<file path="src/rtl/programm_lader_pkg.sv">
// Shared definitions for the program loader: state encoding, error codes, fixed widths.
package programm_lader_pkg;

    localparam int unsigned ADR_W  = 32;
    localparam int unsigned CODE_W = 2;

    typedef enum logic [2:0] {
        LEERLAUF   = 3'd0,
        LAENGE     = 3'd1,
        DATEN      = 3'd2,
        SCHREIBEN  = 3'd3,
        PRUEFSUMME = 3'd4,
        HALTEN     = 3'd5,
        FERTIG     = 3'd6,
        FEHLER     = 3'd7
    } zustand_e;

    localparam logic [CODE_W-1:0] CODE_KEIN   = 2'b00;
    localparam logic [CODE_W-1:0] CODE_LAENGE = 2'b01;
    localparam logic [CODE_W-1:0] CODE_SUMME  = 2'b10;

    // States in which a stream word may be taken.
    function automatic logic nimmt_an(input zustand_e z);
        return (z == LAENGE) || (z == DATEN) || (z == PRUEFSUMME);
    endfunction

endpackage

</file>
<file path="src/rtl/pruefsummen_akku.sv">
// Wrapping checksum accumulator: synchronous clear has priority over add.
module pruefsummen_akku #(
    parameter int unsigned WORDSIZE = 32
) (
    input  logic                clk_i,
    input  logic                rst_i,
    input  logic                clear_i,
    input  logic                add_i,
    input  logic [WORDSIZE-1:0] wort_i,
    output logic [WORDSIZE-1:0] summe_o
);

    logic [WORDSIZE-1:0] summe_q;

    always_ff @(posedge clk_i or posedge rst_i) begin
        if (rst_i) begin
            summe_q <= '0;
        end else if (clear_i) begin
            summe_q <= '0;
        end else if (add_i) begin
            summe_q <= summe_q + wort_i;
        end
    end

    assign summe_o = summe_q;

endmodule

</file>
<file path="src/rtl/programm_lader.sv">
// Streams a length-prefixed, checksummed program image into instruction RAM while the CPU
// is held in reset, then releases the CPU and hands the RAM address port over to it.
module programm_lader
    import programm_lader_pkg::*;
#(
    parameter int unsigned WORDSIZE     = 32,
    parameter int unsigned WORDS        = 256,
    parameter int unsigned RESET_HALTEN = 3
) (
    input  logic                Clock,
    input  logic                Reset,
    input  logic                Start,
    input  logic [WORDSIZE-1:0] EingangDaten,
    input  logic                EingangGueltig,
    output logic                EingangBereit,
    output logic [ADR_W-1:0]    RAMAdresse,
    output logic [WORDSIZE-1:0] RAMDaten,
    output logic                RAMSchreiben,
    input  logic                RAMGeschrieben,
    input  logic [ADR_W-1:0]    CPUInstruktionAdresse,
    output logic                CPUReset,
    output logic                Fertig,
    output logic                Fehler,
    output logic [CODE_W-1:0]   FehlerCode
);

    localparam int unsigned LEN_W  = $clog2(WORDS + 1);
    localparam int unsigned HALT_W = (RESET_HALTEN > 1) ? $clog2(RESET_HALTEN) : 1;

    zustand_e            zustand_q, zustand_d;
    logic [LEN_W-1:0]    laenge_q, laenge_d;
    logic [LEN_W-1:0]    adr_q, adr_d, adr_naechst;
    logic [WORDSIZE-1:0] daten_q, daten_d;
    logic                schreiben_q, schreiben_d;
    logic [HALT_W-1:0]   halt_q, halt_d;
    logic [CODE_W-1:0]   code_q, code_d;
    logic                bereit_q, bereit_d;
    logic                cpu_reset_q, cpu_reset_d;
    logic                fertig_q, fertig_d;
    logic                fehler_q, fehler_d;

    logic                uebernahme;
    logic                summe_clear;
    logic                summe_add;
    logic [WORDSIZE-1:0] summe;

    pruefsummen_akku #(.WORDSIZE(WORDSIZE)) u_akku (
        .clk_i   (Clock),
        .rst_i   (Reset),
        .clear_i (summe_clear),
        .add_i   (summe_add),
        .wort_i  (EingangDaten),
        .summe_o (summe)
    );

    assign uebernahme  = EingangGueltig & bereit_q;
    assign adr_naechst = adr_q + LEN_W'(1);

    always_ff @(posedge Clock or posedge Reset) begin
        if (Reset) begin
            zustand_q   <= LEERLAUF;
            laenge_q    <= '0;
            adr_q       <= '0;
            daten_q     <= '0;
            schreiben_q <= 1'b0;
            halt_q      <= '0;
            code_q      <= CODE_KEIN;
            bereit_q    <= 1'b0;
            cpu_reset_q <= 1'b1;
            fertig_q    <= 1'b0;
            fehler_q    <= 1'b0;
        end else begin
            zustand_q   <= zustand_d;
            laenge_q    <= laenge_d;
            adr_q       <= adr_d;
            daten_q     <= daten_d;
            schreiben_q <= schreiben_d;
            halt_q      <= halt_d;
            code_q      <= code_d;
            bereit_q    <= bereit_d;
            cpu_reset_q <= cpu_reset_d;
            fertig_q    <= fertig_d;
            fehler_q    <= fehler_d;
        end
    end

    always_comb begin
        zustand_d   = zustand_q;
        laenge_d    = laenge_q;
        adr_d       = adr_q;
        daten_d     = daten_q;
        schreiben_d = schreiben_q;
        halt_d      = halt_q;
        code_d      = code_q;
        summe_clear = 1'b0;
        summe_add   = 1'b0;

        unique case (zustand_q)
            LEERLAUF: begin
                if (Start) begin
                    zustand_d = LAENGE;
                    adr_d     = '0;
                end
            end
            LAENGE: begin
                if (uebernahme) begin
                    if (EingangDaten == '0 || EingangDaten > WORDSIZE'(WORDS)) begin
                        zustand_d = FEHLER;
                        code_d    = CODE_LAENGE;
                    end else begin
                        zustand_d   = DATEN;
                        laenge_d    = LEN_W'(EingangDaten);
                        adr_d       = '0;
                        summe_clear = 1'b1;
                    end
                end
            end
            DATEN: begin
                if (uebernahme) begin
                    zustand_d   = SCHREIBEN;
                    daten_d     = EingangDaten;
                    summe_add   = 1'b1;
                    schreiben_d = 1'b1;
                end
            end
            SCHREIBEN: begin
                // Request, data and address stay frozen until the RAM acknowledges.
                if (RAMGeschrieben) begin
                    schreiben_d = 1'b0;
                    adr_d       = adr_naechst;
                    zustand_d   = (adr_naechst == laenge_q) ? PRUEFSUMME : DATEN;
                end
            end
            PRUEFSUMME: begin
                if (uebernahme) begin
                    if (EingangDaten == summe) begin
                        zustand_d = HALTEN;
                        halt_d    = '0;
                    end else begin
                        zustand_d = FEHLER;
                        code_d    = CODE_SUMME;
                    end
                end
            end
            HALTEN: begin
                if (halt_q == HALT_W'(RESET_HALTEN - 1)) begin
                    zustand_d = FERTIG;
                end else begin
                    halt_d = halt_q + HALT_W'(1);
                end
            end
            FERTIG, FEHLER: begin
                if (Start) begin
                    zustand_d = LAENGE;
                    adr_d     = '0;
                    code_d    = CODE_KEIN;
                end
            end
            default: zustand_d = LEERLAUF;
        endcase

        // Status outputs are registered decodes of the next state.
        bereit_d    = nimmt_an(zustand_d);
        cpu_reset_d = (zustand_d != FERTIG);
        fertig_d    = (zustand_d == FERTIG);
        fehler_d    = (zustand_d == FEHLER);
    end

    assign EingangBereit = bereit_q;
    assign RAMDaten      = daten_q;
    assign RAMSchreiben  = schreiben_q;
    assign CPUReset      = cpu_reset_q;
    assign Fertig        = fertig_q;
    assign Fehler        = fehler_q;
    assign FehlerCode    = code_q;
    // The CPU owns the address port only once it is running.
    assign RAMAdresse    = fertig_q ? CPUInstruktionAdresse : ADR_W'(adr_q);

endmodule

</file>
<file path="config.mk">
export PLATFORM = sky130hd
export DESIGN_NAME = programm_lader
export DESIGN_NICKNAME = d
export VERILOG_FILES = /design/src/rtl/programm_lader_pkg.sv /design/src/rtl/pruefsummen_akku.sv /design/src/rtl/programm_lader.sv
export SDC_FILE = /design/constraint.sdc
export NUM_CORES = 1
export LEC_CHECK = 0
export ABC_AREA = 1
export BUFFER_PORTS_ARGS = -buffer_cell sky130_fd_sc_hd__buf_2
export CORE_UTILIZATION = 55
export DETAILED_ROUTE_END_ITERATION = 8
export PLACE_DENSITY = 0.81
export SLEW_MARGIN = 0
export SYNTH_ARGS = -nofsm -noshare
export SYNTH_HDL_FRONTEND = slang
export SYNTH_SLANG_ARGS = --single-unit
</file>
<file path="constraint.sdc">
create_clock -name Clock -period 4.4 [get_ports Clock]
set_input_delay 0.88 -clock Clock [delete_from_list [all_inputs] [get_ports Clock]]
set_output_delay 0.88 -clock Clock [all_outputs]
set_load 0.005 [all_outputs]
</file>
# Word-level counts from Yosys, hierarchy flattened
# Cells that the tools add are included.
word_totals:
  elab_cells: 99
  out_inout_bits: 71
  ff_bits: 94
  input_bits: 69
op_classes:
  addsub: 3
  n_bitwise: 2
  n_lt_le_gt_ge: 1
  n_reduce_logical: 18
  mux: 36
  n_eq_ne: 27
ops:
  columns: ["cell", "count"]
  rows:
  - ["$mux W32", 3]
  - ["$mux W9", 4]
  - ["$add A32 B32 Y32", 1]
  - ["$eq A32 B32 Y1", 1]
  - ["$gt A32 B9 Y1 const B", 1]
  - ["$logic_not A32 Y1", 1]
  - ["$pmux W9 S3", 1]
  - ["$mux W3", 8]
  - ["$eq A3 B3 Y1 const B", 7]
  - ["$ne A2 B2 Y1 const B", 10]
  - ["$mux W2", 9]
  - ["$pmux W3 S6", 1]
  - ["$add A9 B1 Y9 const B", 1]
  - ["$eq A3 B2 Y1 const B", 3]
  - ["$eq A9 B9 Y1", 1]
  - ["$mux W1", 7]
  - ["$eq A3 B1 Y1 const B", 2]
  - ["$pmux W2 S3", 1]
  - ["$reduce_and A3 Y1", 2]
  - ["$reduce_and A6 Y1", 1]
  - ["$reduce_bool A2 Y1", 3]
  - ["$reduce_bool A3 Y1", 2]
  - ["$reduce_and A5 Y1", 1]
  - ["$pmux W2 S2", 1]
  - ["13 further kinds", 15]

# Longest topological paths before layout
logic_depth:
  ltp_word: 8
  mapped_depth: 18

# By module
# Synthesis repeated with hierarchy kept, for this count alone.
unflattened:
  cells_unflattened: 1254
  hier_area_um2: 7589.8
modules_own_cells:
  columns: ["mod", "area_per_inst_um2", "instances", "seq_area_each_um2", "cells_each"]
  rows:
  - ["programm_lader", 4012.6, 1, 1552.7, 628]
  - ["pruefsummen_akku", 3577.2, 1, 800.8, 626]

# Worst setup path after synthesis
# No wires, ideal clock.
synth_timing:
  kind: "input to register"
  startpoint: "in EingangDaten[0]"
  endpoint: "reg u_akku.summe_q[28] (netlist: u_akku.summe_o[28])"
  arrival_time_ns: 2.494
  path_slack_ns: 1.788
  path_stages: 15
  setup_ns: 0.117
  path_cell_list: "ha_1 -> inv_1 -> fa_1 -> inv_1 -> nand2_1 -> o21ai_2 -> a21boi_1 -> o21ai_1 -> nand2_1 -> nand2_1 -> nand3_1 -> nand2_1 -> nand2_1 -> nand3_1 -> nand2_1"
synth_between:
  elab_chain_cells: 6
  elab_cells_between_ends: 10
  classes_between: "add/sub (1); order compare (1); mux (5); reduce/logical (3)"
synth_rtl:
  columns: ["element", "line_no", "rtl"]
  rows:
  - ["start: declaration", "programm_lader.sv:13", "input logic [WORDSIZE-1:0] EingangDaten,"]
  - ["$gt A32 B9 Y1 or $logic_not A32 Y1 (tied branches)", "programm_lader.sv:107", "if (EingangDaten == '0 || EingangDaten > WORDSIZE'(WORDS)) begin"]
  - ["$logic_or A1 B1 Y1", "programm_lader.sv:107", null]
  - ["$mux W1", "programm_lader.sv:107", null]
  - ["$mux W1", "programm_lader.sv:106", "if (uebernahme) begin"]
  - ["$mux W1", "programm_lader.sv:98", "unique case (zustand_q)"]
  - ["$mux W32 or $reduce_bool A2 Y1 (tied branches)", null, null]
  - ["end signal: assignment", "pruefsummen_akku.sv:21", "summe_q <= summe_q + wort_i;"]
  - ["end: declaration", "pruefsummen_akku.sv:13", "logic [WORDSIZE-1:0] summe_q;"]
# Several ways; a longest one is shown, not always the timed one. The select of a mux whose other input is x is not followed.
# A chain may end at the register's enable or synchronous reset.

# Worst setup path in the final report
layout_timing:
  startpoint: "reg fertig_q (netlist: Fertig)"
  endpoint: "out RAMAdresse[1]"
layout_between:
  elab_chain_cells: 1
layout_rtl:
  columns: ["element", "line_no", "rtl"]
  rows:
  - ["start: declaration", "programm_lader.sv:39", "logic fertig_q, fertig_d;"]
  - ["start signal: assignment", "programm_lader.sv:82", "fertig_q <= fertig_d;"]
  - ["$mux W32", "programm_lader.sv:177", "assign RAMAdresse = fertig_q ? CPUInstruktionAdresse : ADR_W'(adr_q);"]
  - ["end: declaration", "programm_lader.sv:16", "output logic [ADR_W-1:0] RAMAdresse,"]
# No other way between the ends.

==> summary.txt <==
Clocking
  – CTS Sinks: 94
  – Total number of H-tree levels: 3
  – Hold-fix buffers, CTS: 0
  – # Post-CTS Setup Buffers: 0
  – Root Driver: clkbuf_16
  – Worst-Skew Late Latency: 0.35 ns
  – Longest Clk Path Bufs: 2
  – CTS tree: done
  – Post-CTS sizing: 0
  – CTS Buf Count: 9
  – Worst-path clk slew: 0.07 ns

Worst hold path
  – Min-delay src: FehlerCode[1]$_DFFE_PP0P_
  – Min-delay worst type: register to register

Drt
  – Routed Antenna Nets: 0
  – Vias/cell: 5.37
  – Violation count after the first detailed-route iteration: 380
  – WL final: 16100 um
  – Avg WL per Cell: 13.5 um
  – DRC: 0
  – Vias: 6398
  – DR pass1 iterations: 5

STA
  – Setup TNS: 0 ns
  – Slew Viols, Final: 0
  – Fin Clk Skew: 0.00917 ns
  – Final hold viol count: 0
  – RSZ-0062 raised after global routing: no
  – Final Setup Violations: 0
  – Rel. slew slack: 30.8%
  – Worst-margin pin slew: 1.04 ns
  – Fmax: 0.357 GHz
  – Fin crit share: 63.7%
  – Min Tclk post-route: 2.80 ns

Synthesis
  – Syn Area/Cell: 6.95 um2
  – Sequential area share after synthesis: 37.0%
  – FFs w/ async S/R, synth: 100%
  – Distinct cell type count after synthesis: 46
  – Synth Register Bits: 94
  – Post-synth EDFFs: 0
  – Synth area leaders: dfrtp_1 37%, nand2_1 16%, inv_1 7.5%
  – Post-synth net total: 1018
  – Yosys top cell area share: 36.6%
  – Netlist Area Pre-Place: 6360 um2
  – Largest area contributor in the netlist: dfrtp_1
  – Synth warn: 0
  – Synth Instances: 915
  – Ys flop type: dfrtp_1

Placement
  – # port buffers: 139
  – RD Place Congestion: 0.965
  – Post-DP HPWL: 12300 um

Global route
  – Pin count of the biggest net entering global routing: 76
  – Global-route wire length before repair: 26100 um
  – Congestion Overflow GR: 0
  – Initial antenna violation count: 0
  – Vias in the first global route: 5908
  – Total Routing Usage GR: 27.7%

Finish
  – Final #Nets: 1149
  – Layout cells sized above 1: 17.8%
  – Core Util, Final: 67.7%
  – Antenna diodes: 0
  – P&R area growth vs syn: 17.5%
  – Fill count: 1031

Power
  – Pwr Total: 4.58 mW
  – LEAKAGE: 4.20 nW
  – Maximum vdd ir drop: 0.339 mV
  – Power density cells: 613 nW/um2

Setup path
  – Critical path endpoint: RAMAdresse[1]
  – Critical path arrival: 1.92 ns
  – R2r setup slk: 1.81 ns
  – Crit-path max FO: 41
  – Worst Reg-to-Reg Cells: 9
  – Worst setup SP type: register
  – R2r startpoint: zustand_q[1]$_DFF_PP0_
  – Worst r2r dst: EingangBereit$_DFF_PP0_
  – Kind of critical path: register to output port
  – Crit. End Element: output port
  – Data required, critical path: 3.52 ns
  – Crit path from: Fertig$_DFF_PP0_

Run
  – Max Cap Viol: 0

Outcome
  – Outcome: finished, final reports clean

Floorplan
  – Die Wd: 110 um
  – Core area: 11000 um2
  – Placement row count: 38
  – IO Count: 140
  – Die H: 110 um
  – Starting density of the core: 57.6%
  – Die area: 12000 um2
-- registers in the layout, summed over array words and instances (netlist names) --
register        flops
RAMDaten           32
u_akku.summe_o     32
adr_q               9
laenge_q            9
zustand_q           3
FehlerCode          2
halt_q              2
CPUReset            1
EingangBereit       1
Fehler              1
Fertig              1
RAMSchreiben        1
-- power breakdown --
group / internal, mW / switching [mW]
registers: 1.19 / 0.229
clock network: 0.503 / 0.352
logic: 0.855 / 1.45
-- logic make-up (layout without fill, tap and decap cells) --
group | after synthesis | in the layout | synth area share [%]
flops | 94 | 94 | 37.0
xor+xnor | 13 | 13 | 1.79
fa+ha+maj | 34 | 34 | 6.81
compound gates | 172 | 172 | 14.7
mux | 1 | 1 | 0.177
buf+inv | 154 | 290 | 9.45
simple gates | 447 | 447 | 30.1
-- synth_stat cells (2+ instances only) --
library cell,number
inv_1,127
ha_1,33
buf_6,2
nand3_1,47
o21ai_0,91
a21o_1,2
o21ai_1,5
dfrtp_1,93
nand2_1,279
o31ai_1,5
nand3_2,3
a22oi_1,3
nor2_2,4
xor2_1,9
nand3b_1,4
nor3_1,11
o21a_1,2
o21ai_2,3
xnor2_1,4
clkbuf_1,13
nand4_1,18
nor4_1,3
a22o_1,3
nor2_1,64
o21bai_1,3
nand2_2,6
a21oi_1,50
buf_2,6
inv_2,5
-- final cells by class --
type	instances	area (um2)	share of cell area, %
Clock buffer	10	229	3.07
Clock inverter	6	92.6	1.24
Inverter	133	502	6.72
Multi-Input combinational cell	667	3400	45.6
Sequential cell	94	2350	31.5
Tap cell	140	175	2.35
Timing Repair Buffer	141	711	9.52
-- placed cells by master (no fill, tap or decap), types with 2 or more instances in the layout --
cell / count
clkbuf_16: 9
o21ai_0: 91
nand2_2: 7
nor2_1: 64
o21ai_2: 3
ha_1: 33
inv_2: 5
xor2_1: 9
nand2_1: 278
nor2_2: 4
bufinv_16: 2
o21bai_1: 3
a22o_1: 3
nand3_1: 47
xnor2_1: 4
a21oi_1: 50
nor4_1: 3
nand3b_1: 4
o31ai_1: 5
inv_1: 126
nand4_1: 18
dfrtp_1: 93
inv_6: 2
clkinvlp_4: 2
buf_2: 139
a21o_1: 2
a22oi_1: 3
buf_4: 2
o21a_1: 2
nand3_2: 3
nor3_1: 11
o21ai_1: 5
-- per-layer routing --
| layer | vias to the layer above | routed length (um) | global-route usage [%] |
|---|---|---|---|
| met5 | - | 0 | 0 |
| met4 | 0 | 586 | 12.6 |
| met3 | 53 | 859 | 3.73 |
| met2 | 223 | 7730 | 49.5 |
| met1 | 2903 | 6920 | 33.2 |
| li1 | 3219 | - | - |
-- stage by stage --
stage                     cell area (um2)  std cells  worst slack, ns  hold WS, ns
after floorplan                      6360        915             1.07        0.446
after global placement               7150       1175             1.40        0.456
after detailed placement             7150       1175             1.35        0.463
after CTS                            7470       1191             1.57        0.481
after global routing                 7470       1191             1.41        0.488
final                                7470       1191             1.60        0.478
-- worst min-delay path by stage --
stage / slack [ns] / cells after the start / to
after floorplan: 0.45 / 2 / u_akku.summe_o[13]$_DFFE_PP0P_
after global routing: 0.49 / 2 / FehlerCode[0]$_DFFE_PP0P_
after detailed placement: 0.46 / 2 / FehlerCode[0]$_DFFE_PP0P_
after global placement: 0.46 / 2 / FehlerCode[0]$_DFFE_PP0P_
after CTS: 0.48 / 2 / FehlerCode[0]$_DFFE_PP0P_
final: 0.48 / 2 / FehlerCode[1]$_DFFE_PP0P_
-- worst max-delay path, stage by stage, from the launching register on --
cell     delay (ns)
dfrtp_1        1.02
mux2_2         0.41
buf_2          0.12
No activity file was read; power rests on OpenSTA's default activity.
